**config.mk**
```make
export PLATFORM = sky130hd
export DESIGN_NAME = seq_run_ctrl_flat
export DESIGN_NICKNAME = d
export VERILOG_FILES = /design/src/rtl/seq_run_ctrl_if.sv /design/src/rtl/seq_run_ctrl.sv /design/src/flat_wrapper.sv
export SDC_FILE = /design/constraint.sdc
export NUM_CORES = 1
export LEC_CHECK = 0
export BUFFER_PORTS_ARGS = -buffer_cell sky130_fd_sc_hd__buf_2
export CAP_MARGIN = 10
export CORE_MARGIN = 2
export CORE_UTILIZATION = 40
export CTS_BUF_LIST = sky130_fd_sc_hd__clkbuf_2
export DETAILED_ROUTE_END_ITERATION = 6
export GPL_TIMING_DRIVEN = 0
export PLACE_DENSITY_LB_ADDON = 0.12
export SLEW_MARGIN = 20
export SYNTH_ARGS = -nofsm -noshare
export SYNTH_HDL_FRONTEND = slang
export SYNTH_SLANG_ARGS = --single-unit
export TNS_END_PERCENT = 30
```
**constraint.sdc**
```tcl
create_clock -name clk -period 2.62 [get_ports clk]
set_input_delay 0.393 -clock clk [delete_from_list [all_inputs] [get_ports clk]]
set_output_delay 0.393 -clock clk [all_outputs]
set_load 0.03 [all_outputs]
```
**src/rtl/seq_run_ctrl_if.sv**
```systemverilog
// Word/result handshake bundle for seq_run_ctrl.
//   in_valid/in_ready/in_word/in_clr_hist : word request from the producer
//   out_valid/out_ready/out_count/out_last_z : per-word result to the consumer
//   z, state_oh : live detector output and one-hot controller state
// master = producer/consumer side, slave = controller side.
interface seq_run_ctrl_if #(
  parameter int unsigned WORD_W = 8,
  parameter int unsigned CNT_W  = 4
);
  logic              in_valid;
  logic              in_ready;
  logic [WORD_W-1:0] in_word;
  logic              in_clr_hist;
  logic              out_valid;
  logic              out_ready;
  logic [CNT_W-1:0]  out_count;
  logic              out_last_z;
  logic              z;
  logic [2:0]        state_oh;

  modport master (
    output in_valid, in_word, in_clr_hist, out_ready,
    input  in_ready, out_valid, out_count, out_last_z, z, state_oh
  );

  modport slave (
    input  in_valid, in_word, in_clr_hist, out_ready,
    output in_ready, out_valid, out_count, out_last_z, z, state_oh
  );
endinterface

```
**src/rtl/seq_run_ctrl.sv**
```systemverilog
// seq_run_ctrl: accepts a parallel word, feeds it one bit per clock into a
// run detector (z=1 once RUN_LEN equal bits have been seen in a row), counts
// detections and returns a per-word result on a valid/ready handshake.
// Ports:
//   clk  : rising-edge clock
//   rst  : asynchronous active-low reset
//   bus  : seq_run_ctrl_if.slave (word handshake, result handshake, z, state_oh)
// Option: define SEQ_RUN_CTRL_LSB_FIRST_EN to scan words LSB first
// (default scans MSB first).
module seq_run_ctrl #(
  parameter int unsigned WORD_W  = 8,
  parameter int unsigned RUN_LEN = 4,
  parameter int unsigned CNT_W   = 4
) (
  input  logic           clk,
  input  logic           rst,
  seq_run_ctrl_if.slave  bus
);

  localparam int unsigned BIT_W = (WORD_W > 1) ? $clog2(WORD_W) : 1;
  localparam int unsigned RL_W  = $clog2(RUN_LEN + 1);

  localparam logic [2:0] S_IDLE   = 3'b001;
  localparam logic [2:0] S_SHIFT  = 3'b010;
  localparam logic [2:0] S_REPORT = 3'b100;

  localparam logic [CNT_W-1:0] CNT_MAX  = {CNT_W{1'b1}};
  localparam logic [RL_W-1:0]  RL_MAX   = RL_W'(RUN_LEN);
  localparam logic [BIT_W-1:0] BIT_LAST = BIT_W'(WORD_W - 1);

  logic [2:0]        state_q,     state_d;
  logic [WORD_W-1:0] sh_q,        sh_d;
  logic [BIT_W-1:0]  bit_cnt_q,   bit_cnt_d;
  logic [CNT_W-1:0]  match_cnt_q, match_cnt_d;
  logic              last_z_q,    last_z_d;
  logic              last_bit_q,  last_bit_d;
  logic [RL_W-1:0]   run_len_q,   run_len_d;
  logic              z_q,         z_d;

  logic              w_bit;
  logic [WORD_W-1:0] sh_next;
  logic [RL_W-1:0]   run_next;
  logic              hit;

  // Bit presented to the detector this cycle and the shifted remainder
`ifdef SEQ_RUN_CTRL_LSB_FIRST_EN
  assign w_bit   = sh_q[0];
  assign sh_next = sh_q >> 1;
`else
  assign w_bit   = sh_q[WORD_W-1];
  assign sh_next = sh_q << 1;
`endif

  // Detector run length after consuming w_bit (saturates at RUN_LEN)
  always_comb begin
    run_next = run_len_q;
    if ((run_len_q == '0) || (w_bit != last_bit_q)) begin
      run_next = RL_W'(1);
    end else if (run_len_q != RL_MAX) begin
      run_next = run_len_q + RL_W'(1);
    end
  end

  assign hit = (run_next == RL_MAX);

  // State and datapath registers
  always_ff @(posedge clk or negedge rst) begin
    if (!rst) begin
      state_q     <= S_IDLE;
      sh_q        <= '0;
      bit_cnt_q   <= '0;
      match_cnt_q <= '0;
      last_z_q    <= 1'b0;
      last_bit_q  <= 1'b0;
      run_len_q   <= '0;
      z_q         <= 1'b0;
    end else begin
      state_q     <= state_d;
      sh_q        <= sh_d;
      bit_cnt_q   <= bit_cnt_d;
      match_cnt_q <= match_cnt_d;
      last_z_q    <= last_z_d;
      last_bit_q  <= last_bit_d;
      run_len_q   <= run_len_d;
      z_q         <= z_d;
    end
  end

  // Next-state and datapath update
  always_comb begin
    state_d     = state_q;
    sh_d        = sh_q;
    bit_cnt_d   = bit_cnt_q;
    match_cnt_d = match_cnt_q;
    last_z_d    = last_z_q;
    last_bit_d  = last_bit_q;
    run_len_d   = run_len_q;
    z_d         = z_q;

    case (state_q)
      S_IDLE: begin
        // in_ready is high whenever IDLE and out of reset
        if (bus.in_valid) begin
          sh_d        = bus.in_word;
          bit_cnt_d   = '0;
          match_cnt_d = '0;
          if (bus.in_clr_hist) begin
            run_len_d = '0;
            z_d       = 1'b0;
          end
          state_d = S_SHIFT;
        end
      end

      S_SHIFT: begin
        sh_d       = sh_next;
        last_bit_d = w_bit;
        run_len_d  = run_next;
        z_d        = hit;
        if (hit && (match_cnt_q != CNT_MAX)) begin
          match_cnt_d = match_cnt_q + CNT_W'(1);
        end
        bit_cnt_d = bit_cnt_q + BIT_W'(1);
        if (bit_cnt_q == BIT_LAST) begin
          last_z_d = hit;
          state_d  = S_REPORT;
        end
      end

      S_REPORT: begin
        if (bus.out_ready) begin
          state_d = S_IDLE;
        end
      end

      default: begin
        state_d = S_IDLE;
      end
    endcase
  end

  // Gated with rst so the producer never sees ready during reset
  assign bus.in_ready   = (state_q == S_IDLE) & rst;
  assign bus.out_valid  = (state_q == S_REPORT);
  assign bus.out_count  = match_cnt_q;
  assign bus.out_last_z = last_z_q;
  assign bus.z          = z_q;
  assign bus.state_oh   = state_q;

endmodule

```
**src/flat_wrapper.sv**
```systemverilog
// flat-port wrapper written by rule: the top's interface ports become plain ports
module seq_run_ctrl_flat 
#(
  parameter int unsigned WORD_W  = 8,
  parameter int unsigned RUN_LEN = 4,
  parameter int unsigned CNT_W   = 4
)
  (clk, rst, bus_in_valid, bus_in_word, bus_in_clr_hist, bus_out_ready, bus_in_ready, bus_out_valid, bus_out_count, bus_out_last_z, bus_z, bus_state_oh);
  seq_run_ctrl_if #(.WORD_W(WORD_W), .CNT_W(CNT_W)) bus_i ();
  input  logic clk;
  input  logic rst;
  input wire logic [$bits(bus_i.in_valid)-1:0] bus_in_valid;
  input wire logic [$bits(bus_i.in_word)-1:0] bus_in_word;
  input wire logic [$bits(bus_i.in_clr_hist)-1:0] bus_in_clr_hist;
  input wire logic [$bits(bus_i.out_ready)-1:0] bus_out_ready;
  output wire logic [$bits(bus_i.in_ready)-1:0] bus_in_ready;
  output wire logic [$bits(bus_i.out_valid)-1:0] bus_out_valid;
  output wire logic [$bits(bus_i.out_count)-1:0] bus_out_count;
  output wire logic [$bits(bus_i.out_last_z)-1:0] bus_out_last_z;
  output wire logic [$bits(bus_i.z)-1:0] bus_z;
  output wire logic [$bits(bus_i.state_oh)-1:0] bus_state_oh;
  assign bus_i.in_valid = bus_in_valid;
  assign bus_i.in_word = bus_in_word;
  assign bus_i.in_clr_hist = bus_in_clr_hist;
  assign bus_i.out_ready = bus_out_ready;
  assign bus_in_ready = bus_i.in_ready;
  assign bus_out_valid = bus_i.out_valid;
  assign bus_out_count = bus_i.out_count;
  assign bus_out_last_z = bus_i.out_last_z;
  assign bus_z = bus_i.z;
  assign bus_state_oh = bus_i.state_oh;
  seq_run_ctrl #(.WORD_W(WORD_W), .RUN_LEN(RUN_LEN), .CNT_W(CNT_W)) u_core (.clk(clk), .rst(rst), .bus(bus_i));
endmodule
```
==> summary.txt, run 1 <==
Pwr
  – Static Leakage: just over 0.7 nW
  – Peak VDD IR: between 0.3 and 0.4 mV
  – Tot Pwr: between 1 and 1.5 mW
  – Sw power: between 0.5 and 0.6 mW
  – Internal power: just over 0.8 mW
  – Seq pwr share: about 43%
  – Clk pwr share: about a fifth
  – Power density over the cells: 897 mW/mm^2
  – Combinational share of power: between 30% and 40%
  – Net Sw Frac: 39.3%

Timing
  – Fmax: around 460 MHz
  – Crit share post-route: between 80 and 90%
  – Final worst slack: approximately 440 ps
  – Pins Over Slew Limit: 0
  – RSZ-0062 raised after global routing: no
  – Worst slew pin tran: approximately 870 ps
  – Fin Setup TNS: 0 ps
  – Rel. slew slack: just over 40%
  – Final Hold Fails: 0
  – Finish-stage setup viols: 0
  – Fin crit period: 2180 ps
  – Final setup skew: approximately 8.5 ps

Clock network
  – Clock Sinks: 24
  – H-tree depth: 1
  – Clock Latency Late Sink: roughly 350 ps
  – TritonCTS buffer count: 3
  – CTS tree: done
  – CTS clk-pin slew, worst paths: between 200 and 250 ps
  – Post-CTS resize count: 0
  – Post-CTS Setup Inserts: 0
  – Buffer levels on the longest clock path: 2
  – Hold_buf cts: 1
  – Root Driver: clkbuf_2

Worst setup path
  – R2R Setup Slk: ~440 ps
  – FF-to-FF path depth: 6
  – Critical path origin: u_core.bus.state_oh[0]
  – Setup crit end kind: primary output
  – Worst Path Buf+Inv: 1
  – Crit path max-delay family: simple AND/OR/NAND/NOR gates
  – Critical path class: flop to primary output
  – Startpoint types: flop
  – Crit path to: bus_in_ready
  – Worst EP arrival: between 1500 and 2000 ps
  – Worst-path maximum fanout: 6
  – Reg-to-reg startpoint: u_core.run_len_q[0]
  – R2r endpoint: u_core.bus.out_count[2]
  – CP peak stage delay: 620 ps
  – Crit. path cell count: 3
  – CP cell instances: nor3b_1 > and2_1 > buf_2
  – CP required: ~2200 ps
  – CP max-delay cell: dfstp_2

Global route
  – Gr usage total: about 17%
  – GRT busiest layer: met2
  – GRT met1 Usage: about 25%
  – Largest net degree at the start of global routing: 26
  – Global-route wire length before repair: between 4000 and 5000 um
  – Initial antenna violation count: 0
  – Met2 Use GR: approximately 26%
  – GRT overflow: 0
  – Met3 GRT Util: approximately 2.8%
  – Vias in the first global route: 960

Place
  – IO Port Bufs: 23
  – Gp weighted congestion: roughly 0.8
  – Dpl hpwl: 2000 um
  – DP Worst Slack: roughly 470 ps

Die
  – Die Y: about 60 um
  – Die ar.: between 0.003 and 0.004 sq mm
  – Starting Density: between 40% and 50%
  – Core area: 0.00303 sq mm
  – # rows: 20
  – I/O pin total: 24
  – Die W: approximately 60 um

Finish
  – Final nets: approximately 190
  – # fillers: 295
  – Antenna Cells: 0
  – Share of post-route cells with drive strength above 1: between 15 and 20%
  – Area grow syn2layout: 17.9%

Detailed routing
  – DRT Pass-1 Iters: 4
  – DRC viols: 0
  – Average vias per placed instance: between 5 and 6
  – WL/cell: 13.2 um
  – Post-Route WL: about 2800 um
  – Vias: 1084
  – DR iter-0 viols: 31
  – Routed Antenna Nets: 0

Synthesis
  – Register area share after synthesis: 48.0%
  – Mapped Cells: between 100 and 150
  – YS warnings: 0
  – #FFs+latches synth: 24
  – Netlist cell types: 36
  – Cell Area, Synth: around 0.0013 sq mm
  – Syn Nets: around 160
  – Syn_area_per_cell: between 9 and 10 sq um

Hold path
  – Worst Hold Class: input pin to flop

Job
  – # Max-Cap Violations: 0

Outcome
  – Outcome: finished, final reports clean
[cells in the final DEF, fill, tap and decap left out, drive strengths merged, types with 2 or more instances in the layout]
cell    Yosys  layout
nand2      30      30
buf         1      24
dfrtp      23      23
nand3       9       9
nor2        8       8
o21ai       8       8
clkbuf      5       8
a31oi       7       7
ha          5       5
nor3        4       4
inv         3       3
nor3b       3       3
a21oi       3       3
and2        2       2
nand2b      2       2
mux2i       2       2
nor2b       2       2
a21o        2       2
o311ai      2       2
[cells by family (layout without fill, tap and decap cells)]
group           count (synthesis)  after routing  share of synthesized area [%]
fa+ha+maj                       5              5                           4.99
simple gates                   67             67                           25.8
buf+inv                         9             37                           2.79
compound gates                 29             29                           15.5
mux                             2              2                           1.60
flops                          24             24                           48.0
xor+xnor                        2              2                           1.40
[worst min-delay path by stage]
| stage | endpoint | slack [ps] | startpoint | cells after the start |
|---|---|---|---|---|
| after CTS | u_core.sh_q[0] | 210 | bus_in_word[0] | 3 |
| after floorplan | u_core.bit_cnt_q[0] | 100 | rst | 0 |
| after global routing | u_core.sh_q[4] | 210 | bus_in_word[4] | 3 |
| after detailed placement | u_core.bus.z | 410 | rst | 1 |
| final | u_core.sh_q[0] | 240 | bus_in_word[0] | 3 |
| after global placement | u_core.bus.z | 420 | rst | 1 |
[stage by stage]
stage                     util [%]  hold WS (ps)  area (sq um)  std cells
after floorplan                  -          97.4          1250        138
after global placement        47.1           418          1430        205
after detailed placement      47.1           415          1430        205
after CTS                     48.9           214          1480        210
after global routing          48.9           211          1480        210
final                         48.9           236          1480        210
[synth_stat cells, drive strengths merged]
library cell,instances,area [sq um]
nand3,9,45.0
or3,1,11.3
or2b,1,7.51
o22ai,1,6.26
or3b,1,8.76
clkbuf,5,18.8
a2111o,1,11.3
and2,2,12.5
nor2,8,30.0
xnor2,1,8.76
dfrtp,23,576
a2111oi,1,8.76
buf,1,5.00
nand3b,1,7.51
a21oi,3,15.0
a32o,1,10.0
nor3b,3,22.5
nand2,30,113
o311ai,2,17.5
dfstp,1,26.3
o22a,1,8.76
a31oi,7,43.8
inv,3,11.3
a21o,2,15.0
nor2b,2,12.5
o41ai,1,8.76
ha,5,62.6
or2,1,6.26
o21ai,8,40.0
mux2i,2,20.0
and3,1,6.26
nand4b,1,8.76
nor3,4,20.0
a31o,1,8.76
nand2b,2,12.5
xor2,1,8.76
[state kept, by name (all words and copies together), names as in the netlist]
register               count
u_core.bus.out_count       4
u_core.run_len_q           3
u_core.bus.state_oh        3
u_core.bus.z               1
u_core.last_bit_q          1
u_core.sh_q                8
u_core.bus.out_last_z      1
u_core.bit_cnt_q           3
[tightest hold or removal path, stage by stage]
cell and delay [ps]:
buf_2 90, nand2_1 40, a21oi_1 50
[power groups by stage]
stage          clock, mW  sequential, mW  combinational (mW)
2_1_floorplan          0           0.586               0.356
3_3_place_gp           0           0.573               0.498
3_5_place_dp           0           0.574               0.516
4_1_cts            0.259           0.566               0.519
5_1_grt            0.272           0.588               0.586
6_report           0.248           0.567               0.513
[cell type report]
cell class,instances,area (sq um),area share (%)
multi-input combinational,105,618,41.8
clock inverter,1,30.0,2.03
buffer,6,23.8,1.61
timing repair buffer,24,125,8.45
clock buffer,3,15.0,1.01
tap,44,55.1,3.72
inverter,3,11.3,0.761
sequential,24,602,40.7
[per-layer routing]
metal / part of all wire [%] / wire (um) / vias to the layer above
met5: 0 / 0 / -
met4: 0.58 / 16 / 0
met2: 46 / 1260 / 29
li1: - / - / 543
met1: 50 / 1390 / 510
met3: 3.4 / 95 / 2
Note: power is estimated with default switching activity, not from simulation.
==> inputs of run 2 (changes only) <==
--- a/config.mk
+++ b/config.mk
@@ -5,6 +5,7 @@
 export SDC_FILE = /design/constraint.sdc
 export NUM_CORES = 1
 export LEC_CHECK = 0
+export ABC_AREA = 1
 export BUFFER_PORTS_ARGS = -buffer_cell sky130_fd_sc_hd__buf_2
 export CAP_MARGIN = 10
 export CORE_MARGIN = 2
==> constraint.sdc (replaced) <==
create_clock -name clk -period 1.98 [get_ports clk]
set_input_delay 0.297 -clock clk [delete_from_list [all_inputs] [get_ports clk]]
set_output_delay 0.297 -clock clk [all_outputs]
set_load 0.03 [all_outputs]
==> run 2 against run 1 <==
Sequential power rose by 32%. Clock skew rose by 1.5 ps. Largest cell class is now registers. Hold slack got worse by 54 ps. Power rose by 36%. Non-clock buffer count fell by 1. Global-route usage fell by 1.9 points. Register-to-register slack got worse by 160 ps. Design area rose by 0.51%. Sequential cell count did not move. Via count fell by 1.9%. Critical path depth rose by 2. Clock-buffer cell count did not move.
==> summary.txt, run 2 <==
Worst setup path
  – Worst EP arrival: 1540 ps (was 1790 ps)
  – Worst Path Buf+Inv: 3 (was 1)
  – CP max-delay cell: dfstp_2 (unchanged)
  – CP required: 1680 ps (was 2230 ps)
  – Setup crit end kind: primary output (unchanged)
  – Startpoint types: flop (unchanged)
  – CP cell instances: inv_1 > nor3_4 > inv_1 > nor2_1 > buf_2 (was nor3b_1 > and2_1 > buf_2)
  – Crit path max-delay family: flip-flops (was simple AND/OR/NAND/NOR gates)
  – Crit path top cell by count: inv_1
  – R2R Setup Slk: 280 ps (was 440 ps)
  – Worst-path maximum fanout: 3 (was 6)
  – CP peak stage delay: 590 ps (was 620 ps)
  – Critical path class: flop to primary output (unchanged)

Finish
  – Final nets: 201 (was 185)
  – Final Core Density: 48.7% (was 48.9%)
  – Max FFs per register: 8 (unchanged)
  – Commonest non-fill, non-tap cell in the layout: nand2_1 (unchanged)
  – Share of post-route cells with drive strength above 1: 24.2% (was 19.3%)
  – Area grow syn2layout: 16.5% (was 17.9%)
  – Post-route cell area: 0.00149 sq mm (was 0.00148 sq mm)
  – # fillers: 324 (was 295)
  – Area occupied by registers: 602 sq um (unchanged)
  – Commonest non-fill, non-tap cells in the layout: nand2_1 (41), buf_2 (27), inv_1 (23), dfrtp_1 (23), o21ai_0 (12) (was nand2_1 (30), buf_2 (24), dfrtp_1 (23))
  – Most flops, register: u_core.sh_q (unchanged)
  – Multi-input gate area: 566 sq um (was 618 sq um)
  – Antenna Cells: 0 (unchanged)

Synthesis
  – Largest family of logic cells by synthesized area: simple AND/OR/NAND/NOR gates (unchanged)
  – Syn Nets: 171 (was 156)
  – Syn_area_per_cell: 8.35 sq um (was 9.09 sq um)
  – YS warnings: 0 (unchanged)
  – Cell Area, Synth: 0.00128 sq mm (was 0.00125 sq mm)
  – Top_reg_cell synth: dfrtp_1 (unchanged)
  – Post-synth top area share: 45.1% (was 45.9%)
  – #FFs+latches synth: 24 (unchanged)
  – Synth area leader: dfrtp_1 (unchanged)
  – Synth Area in XOR/XNOR: 0.686% (was 1.40%)
  – Post-Synth Adder-Cell Area: 4.90% (was 4.99%)
  – Post-synth EDFFs: 0 (unchanged)
  – Synth top area cells: dfrtp_1 (45%), nand2_1 (12%), inv_1 (6.8%) (was dfrtp_1 (46%), nand2_1 (9.0%), ha_1 (5.0%))
  – Mapped Cells: 153 (was 138)
  – Async S/R FF share, synth: 100% (unchanged)
  – Register area share after synthesis: 47.1% (was 48.0%)
  – Commonest cells in the synthesized netlist: nand2_1 (41), dfrtp_1 (23), inv_1 (23) (was nand2_1 (30), dfrtp_1 (23), nand3_1 (9))
  – Netlist cell types: 25 (was 36)
  – Count leader, synth: nand2_1 (unchanged)
  – Simple-Gate Fraction of Synth Area: 26.3% (was 25.8%)
  – Mux contribution to synthesized area: 0% (was 1.60%)
  – Synth Area in Compound Gates: 11.9% (was 15.5%)

Die
  – Die W: 60.5 um (was 60.0 um)
  – Die ar.: 0.00366 sq mm (was 0.00360 sq mm)
  – Core area: 0.00305 sq mm (was 0.00303 sq mm)
  – Die Y: 60.5 um (was 60.0 um)
  – Starting Density: 41.8% (was 41.4%)
  – I/O pin total: 24 (unchanged)
  – # rows: 20 (unchanged)

Timing
  – Fin Setup TNS: 0 ps (unchanged)
  – Final setup skew: 10.1 ps (was 8.53 ps)
  – Pins Over Slew Limit: 0 (unchanged)
  – Rel. slew slack: 65.4% (was 40.2%)
  – Finish-stage setup viols: 0 (unchanged)
  – Final Hold Fails: 0 (unchanged)
  – Worst slew pin tran: 520 ps (was 874 ps)
  – Fmax: around 540 MHz
  – Crit share post-route: between 90 and 100%
  – Fin crit period: around 1800 ps
  – RSZ-0062 raised after global routing: no (unchanged)

Hold path
  – Worst Hold Class: input pin to flop (unchanged)

Clock network
  – H-tree depth: 1 (unchanged)
  – Post-CTS Setup Inserts: 0 (unchanged)
  – Root Driver: clkbuf_2 (unchanged)
  – Clock Latency Late Sink: 330 ps (was 350 ps)
  – Buffer levels on the longest clock path: 2 (unchanged)
  – Clock Sinks: 24 (unchanged)
  – CTS clk-pin slew, worst paths: 210 ps (was 240 ps)
  – CTS tree: done (unchanged)
  – TritonCTS buffer count: 3 (unchanged)

Detailed routing
  – Average vias per placed instance: 4.70 (was 5.16)
  – Routed Antenna Nets: 0 (unchanged)
  – DRT Pass-1 Iters: 4 (unchanged)
  – Vias: 1063 (was 1084)
  – DR iter-0 viols: 26 (was 31)
  – Post-Route WL: 2450 um (was 2760 um)
  – WL/cell: 10.8 um (was 13.2 um)
  – DRC viols: 0 (unchanged)

Outcome
  – Outcome: finished, final reports clean (unchanged)

Job
  – # Max-Cap Violations: 0 (unchanged)

Global route
  – Gr usage total: 15.4% (was 17.3%)
  – GRT overflow: 0 (unchanged)
  – Vias in the first global route: 970 (was 960)
  – Global-route wire length before repair: 4220 um (was 4570 um)
  – Largest net degree at the start of global routing: 24 (was 26)
  – Initial antenna violation count: 0 (unchanged)

Place
  – IO Port Bufs: 23 (unchanged)
  – Gp weighted congestion: 0.727 (was 0.802)
  – Dpl hpwl: 1830 um (was 2000 um)
  – Placed cell areas: 0.00145 sq mm (was 0.00143 sq mm)

Pwr
  – Static Leakage: 0.795 nW (was 0.720 nW)
  – Power density over the cells: 1210 mW/mm^2 (was 897 mW/mm^2)
  – Peak VDD IR: 0.520 mV (was 0.375 mV)
## run 2: cell types whose count changed in the layout (fill, tap and decap cells not counted), moves of 3 or more
cell / delta
nand2_1: +11
inv_1: +20
a31oi_1: -7
o211ai_1: +7
o21ai_0: +4
nor3b_1: -3
clkbuf_1: -5
buf_2: +3
## run 2: worst paths after layout
kind	endpoint	startpoint	depth (start not counted)
worst max-delay path	bus_in_ready	u_core.bus.state_oh[0]	5
worst min register to register	u_core.bus.z	u_core.bus.z	2
min in group asynchronous	u_core.bus.state_oh[0]	rst	2
max in group asynchronous	u_core.bus.out_count[3]	rst	3
worst max register to register	u_core.bus.out_count[2]	u_core.run_len_q[0]	10
worst min-delay path	u_core.sh_q[0]	bus_in_word[0]	3
## run 2: worst reg2reg max path: stages, from the launching register on
cell	delay, ps
dfrtp_1	460
inv_1	120
ha_1	230
nand2_1	110
nand2_1	70
nand4_1	130
nor2_2	200
nand2_2	110
nand2_2	100
nand2_1	60
nand2_1	50
## run 2: final cells by class
type                       instances  area share (%)
timing repair buffer              25            8.75
clock buffer                       3            1.01
tap                               44            3.70
multi-input combinational        101            38.0
sequential                        24            40.5
clock inverter                     1           0.252
inverter                          24            6.06
buffer                             4            1.77
## run 2: metrics by stage
stage                     hold slack [ps]  setup WS [ps]  total power [mW]  std cells
after floorplan                      1.41            246              1.41        153
after global placement                315            407              1.60        220
after detailed placement              322            340              1.62        220
after CTS                             155           35.1              1.82        226
after global routing                  143           4.25              1.97        226
final                                 181            141              1.80        226
## run 2: timing repair
| item | CTS | global route |
|---|---|---|
| resized for setup | 0 | 1 |
| endpoints found under the hold margin | 23 | 0 |
| endpoints found under the setup margin | 0 | 1 |
| hold buffers | 2 | 0 |
## run 2: power by group
| part | total (mW) | switching [mW] | internal [mW] |
|---|---|---|---|
| Combinational | 0.865 | 0.569 | 0.296 |
| Clock | 0.188 | 0.144 | 0.0439 |
| Sequential | 0.748 | 0.0912 | 0.657 |
## run 2: cells by family (layout without fill, tap and decap cells)
family,Yosys count,in the layout
and+or+nand+nor,70,70
buffers and inverters,28,57
AOI/OAI and AO/OA,25,25
DFF,24,24
adders and majority gates,5,5
xor gates and xnor gates,1,1
## run 2: layer usage
| metal | up-vias | part of all wire, % | global-route usage [%] |
|---|---|---|---|
| met5 | - | 0 | 0 |
| met4 | 0 | 1.1 | 6.52 |
| met3 | 4 | 2.7 | 1.92 |
| met2 | 21 | 45 | 24.7 |
| met1 | 489 | 51 | 21.1 |
| li1 | 549 | - | - |
==> inputs of run 3 (changes only) <==
--- a/config.mk
+++ b/config.mk
@@ -13,7 +13,7 @@
 export CTS_BUF_LIST = sky130_fd_sc_hd__clkbuf_2
 export DETAILED_ROUTE_END_ITERATION = 6
 export GPL_TIMING_DRIVEN = 0
-export PLACE_DENSITY_LB_ADDON = 0.12
+export PLACE_DENSITY_LB_ADDON = 0.1
 export SLEW_MARGIN = 20
 export SYNTH_ARGS = -nofsm -noshare
 export SYNTH_HDL_FRONTEND = slang
==> run 3 against run 2 <==
Sequential cell count stayed put. Die area stayed put. Core utilization about the same. Non-clock buffer count stayed put. Register-to-register slack is essentially flat. Global-route usage grew 0.51 points. Power increased by 1.5%. Design area hardly changed. Via count hardly changed. Setup slack improved by 3.0 ps. Clock-buffer cell count rose by 1. First-iteration DRC count fell by 19%. Highest routed layer unchanged.
==> summary.txt, run 3 (synthesis results as in run 2) <==
Clock network
  – Clock Latency Late Sink: 330 ps (about the same)
  – CTS clk-pin slew, worst paths: 210 ps (about the same)
  – Clock Sinks: 24 (unchanged)
  – H-tree depth: 1 (unchanged)
  – Buffer levels on the longest clock path: 2 (unchanged)
  – CTS tree: done (unchanged)
  – TritonCTS buffer count: 3 (unchanged)
  – Root Driver: clkbuf_2 (unchanged)
  – Post-CTS Setup Inserts: 0 (unchanged)

Finish
  – Commonest non-fill, non-tap cell in the layout: nand2_1 (unchanged)
  – Max FFs per register: 8 (unchanged)
  – Most flops, register: u_core.sh_q (unchanged)
  – Finished Layout Cells: 226 (unchanged)
  – Share of post-route cells with drive strength above 1: 24.7% (was 24.2%)
  – Antenna Cells: 0 (unchanged)
  – Final nets: 201 (unchanged)
  – Commonest non-fill, non-tap cells in the layout: nand2_1 (41), buf_2 (27), inv_1 (23), dfrtp_1 (23), o21ai_0 (12) (unchanged)
  – Area grow syn2layout: 16.6% (was 16.5%)
  – Post-route cell area: 0.00149 sq mm (about the same)

Timing
  – Fmax: 545 MHz (was 544 MHz)
  – Final setup skew: 9.25 ps (was 10.1 ps)
  – Crit share post-route: 92.7% (was 92.9%)
  – Finish-stage setup viols: 0 (unchanged)
  – Fin Setup TNS: 0 ps (unchanged)
  – RSZ-0062 raised after global routing: no (unchanged)
  – Final Hold Fails: 0 (unchanged)
  – Worst slew pin tran: 511 ps (was 520 ps)
  – Rel. slew slack: 65.9% (was 65.4%)
  – Fin crit period: 1840 ps (about the same)
  – Pins Over Slew Limit: 0 (unchanged)

Detailed routing
  – Vias: 1064 (was 1063)
  – WL/cell: 11.2 um (was 10.8 um)
  – Average vias per placed instance: 4.71 (was 4.70)
  – Post-Route WL: 2520 um (was 2450 um)
  – DRT Pass-1 Iters: 4 (unchanged)
  – DRC viols: 0 (unchanged)
  – DR iter-0 viols: 21 (was 26)
  – Routed Antenna Nets: 0 (unchanged)

Hold path
  – Hold path start: bus_in_word[0] (unchanged)
  – Worst Hold Class: input pin to flop (unchanged)
  – Hold path cells: 3 (unchanged)
  – Hold path endpoint: u_core.sh_q[0] (unchanged)

Worst setup path
  – Crit path max-delay family: flip-flops (unchanged)
  – CP max-delay cell: dfstp_2 (unchanged)
  – R2r endpoint: u_core.bus.out_count[2] (unchanged)
  – Reg-to-reg startpoint: u_core.run_len_q[0] (unchanged)
  – CP peak stage delay: 590 ps (about the same)
  – R2R Setup Slk: 270 ps (was 280 ps)
  – Startpoint types: flop (unchanged)
  – Worst Path Buf+Inv: 3 (unchanged)
  – Worst-path maximum fanout: 3 (unchanged)
  – Setup crit end kind: primary output (unchanged)
  – CP required: 1680 ps (about the same)
  – Worst EP arrival: 1540 ps (about the same)
  – CP cell instances: inv_1 > nor3_4 > inv_1 > nor2_1 > buf_2 (unchanged)
  – Crit path top cell by count: inv_1 (unchanged)
  – FF-to-FF path depth: 10 (unchanged)
  – Critical path class: flop to primary output (unchanged)

Die
  – Die ar.: 0.00366 sq mm (unchanged)
  – Die Y: 60.5 um (unchanged)
  – Die W: 60.5 um (unchanged)
  – I/O pin total: 24 (unchanged)
  – Core area: 0.00305 sq mm (unchanged)
  – Starting Density: 41.8% (unchanged)
  – # rows: 20 (unchanged)

Place
  – Gp weighted congestion: 0.810 (was 0.727)
  – Inst Count DP: 220 (unchanged)
  – IO Port Bufs: 23 (unchanged)
  – Dpl hpwl: 1860 um (was 1830 um)
  – Placed cell areas: 0.00145 sq mm (unchanged)

Pwr
  – Internal power: 1.01 mW (was 0.997 mW)
  – Peak VDD IR: 0.619 mV (was 0.520 mV)
  – Static Leakage: 0.798 nW (was 0.795 nW)
  – Net Sw Frac: 44.9% (was 44.7%)
  – Clk pwr share: 10.6% (was 10.5%)
  – Tot Pwr: 1.83 mW (was 1.80 mW)
  – Sw power: 0.821 mW (was 0.805 mW)
  – Combinational share of power: 48.4% (was 48.0%)
  – Seq pwr share: 41.0% (was 41.5%)
  – Power density over the cells: 1230 mW/mm^2 (was 1210 mW/mm^2)

Global route
  – Vias in the first global route: 1041 (was 970)
  – Global-route wire length before repair: 4420 um (was 4220 um)
  – GRT overflow: 0 (unchanged)
  – Largest net degree at the start of global routing: 24 (unchanged)
  – Gr usage total: 15.9% (was 15.4%)
  – Initial antenna violation count: 0 (unchanged)

Outcome
  – Outcome: finished, final reports clean (unchanged)

Job
  – # Max-Cap Violations: 0 (unchanged)
==> run 3: changes by cell type in the layout (fill, tap and decap cells not counted) <==
cell      delta
clkinv_1     -1
clkbuf_2     +1
==> run 3: worst max path at each step <==
stage | from | endpoint | slack, ps | cells past startpoint
CTS | rst | u_core.bit_cnt_q[1] | 40 | 3
global placement | u_core.run_len_q[0] | u_core.bus.out_count[2] | 410 | 10
floorplan | u_core.bus.state_oh[0] | bus_in_ready | 250 | 4
detailed placement | u_core.run_len_q[0] | u_core.bus.out_count[2] | 360 | 10
finish | u_core.bus.state_oh[0] | bus_in_ready | 140 | 5
global route | u_core.bus.state_oh[0] | bus_in_ready | 20 | 5
==> run 3: worst min-delay path, stage by stage <==
cell and delay, ps:
buf_2 100, nand3_2 60, o21ai_2 40
==> run 3: layout make-up <==
class / count / area [sq um]
clock buffer: 4 / 20.0
timing repair buffer: 25 / 130
multi-input combinational: 101 / 566
buffer: 4 / 26.3
sequential: 24 / 602
tap: 44 / 55.1
inverter: 24 / 90.1
fill: 337 / 1560
==> run 3: per-stage QoR <==
| stage | setup slack, ps | hold WS [ps] | utilization, % |
|---|---|---|---|
| floorplan | 246 | 1.41 | - |
| global placement | 413 | 316 | 47.4 |
| detailed placement | 359 | 320 | 47.4 |
| CTS | 36.3 | 158 | 48.7 |
| global route | 18.2 | 154 | 48.8 |
| finish | 144 | 181 | 48.8 |
==> run 3: per-layer routing <==
metal,GRT usage [%],vias up,routed length [um]
met5,0,-,0
met4,6.83,0,14
met3,1.92,2,100
met2,25.9,22,1130
met1,21.4,492,1280
li1,-,548,-
==> run 3: power by group through the flow <==
stage	sequential [mW]	combinational (mW)	clock (mW)
finish	0.749	0.886	0.194
global route	0.771	1.01	0.223
CTS	0.747	0.885	0.207
detailed placement	0.760	0.874	0
global placement	0.751	0.847	0
floorplan	0.803	0.611	0
==> run 3: what timing repair did <==
item | in CTS | in global routing
hold buffers | 2 | 0
endpoints found under the setup margin | 0 | 1
hold endpoints to repair | 23 | 0
resized for setup | 0 | 1
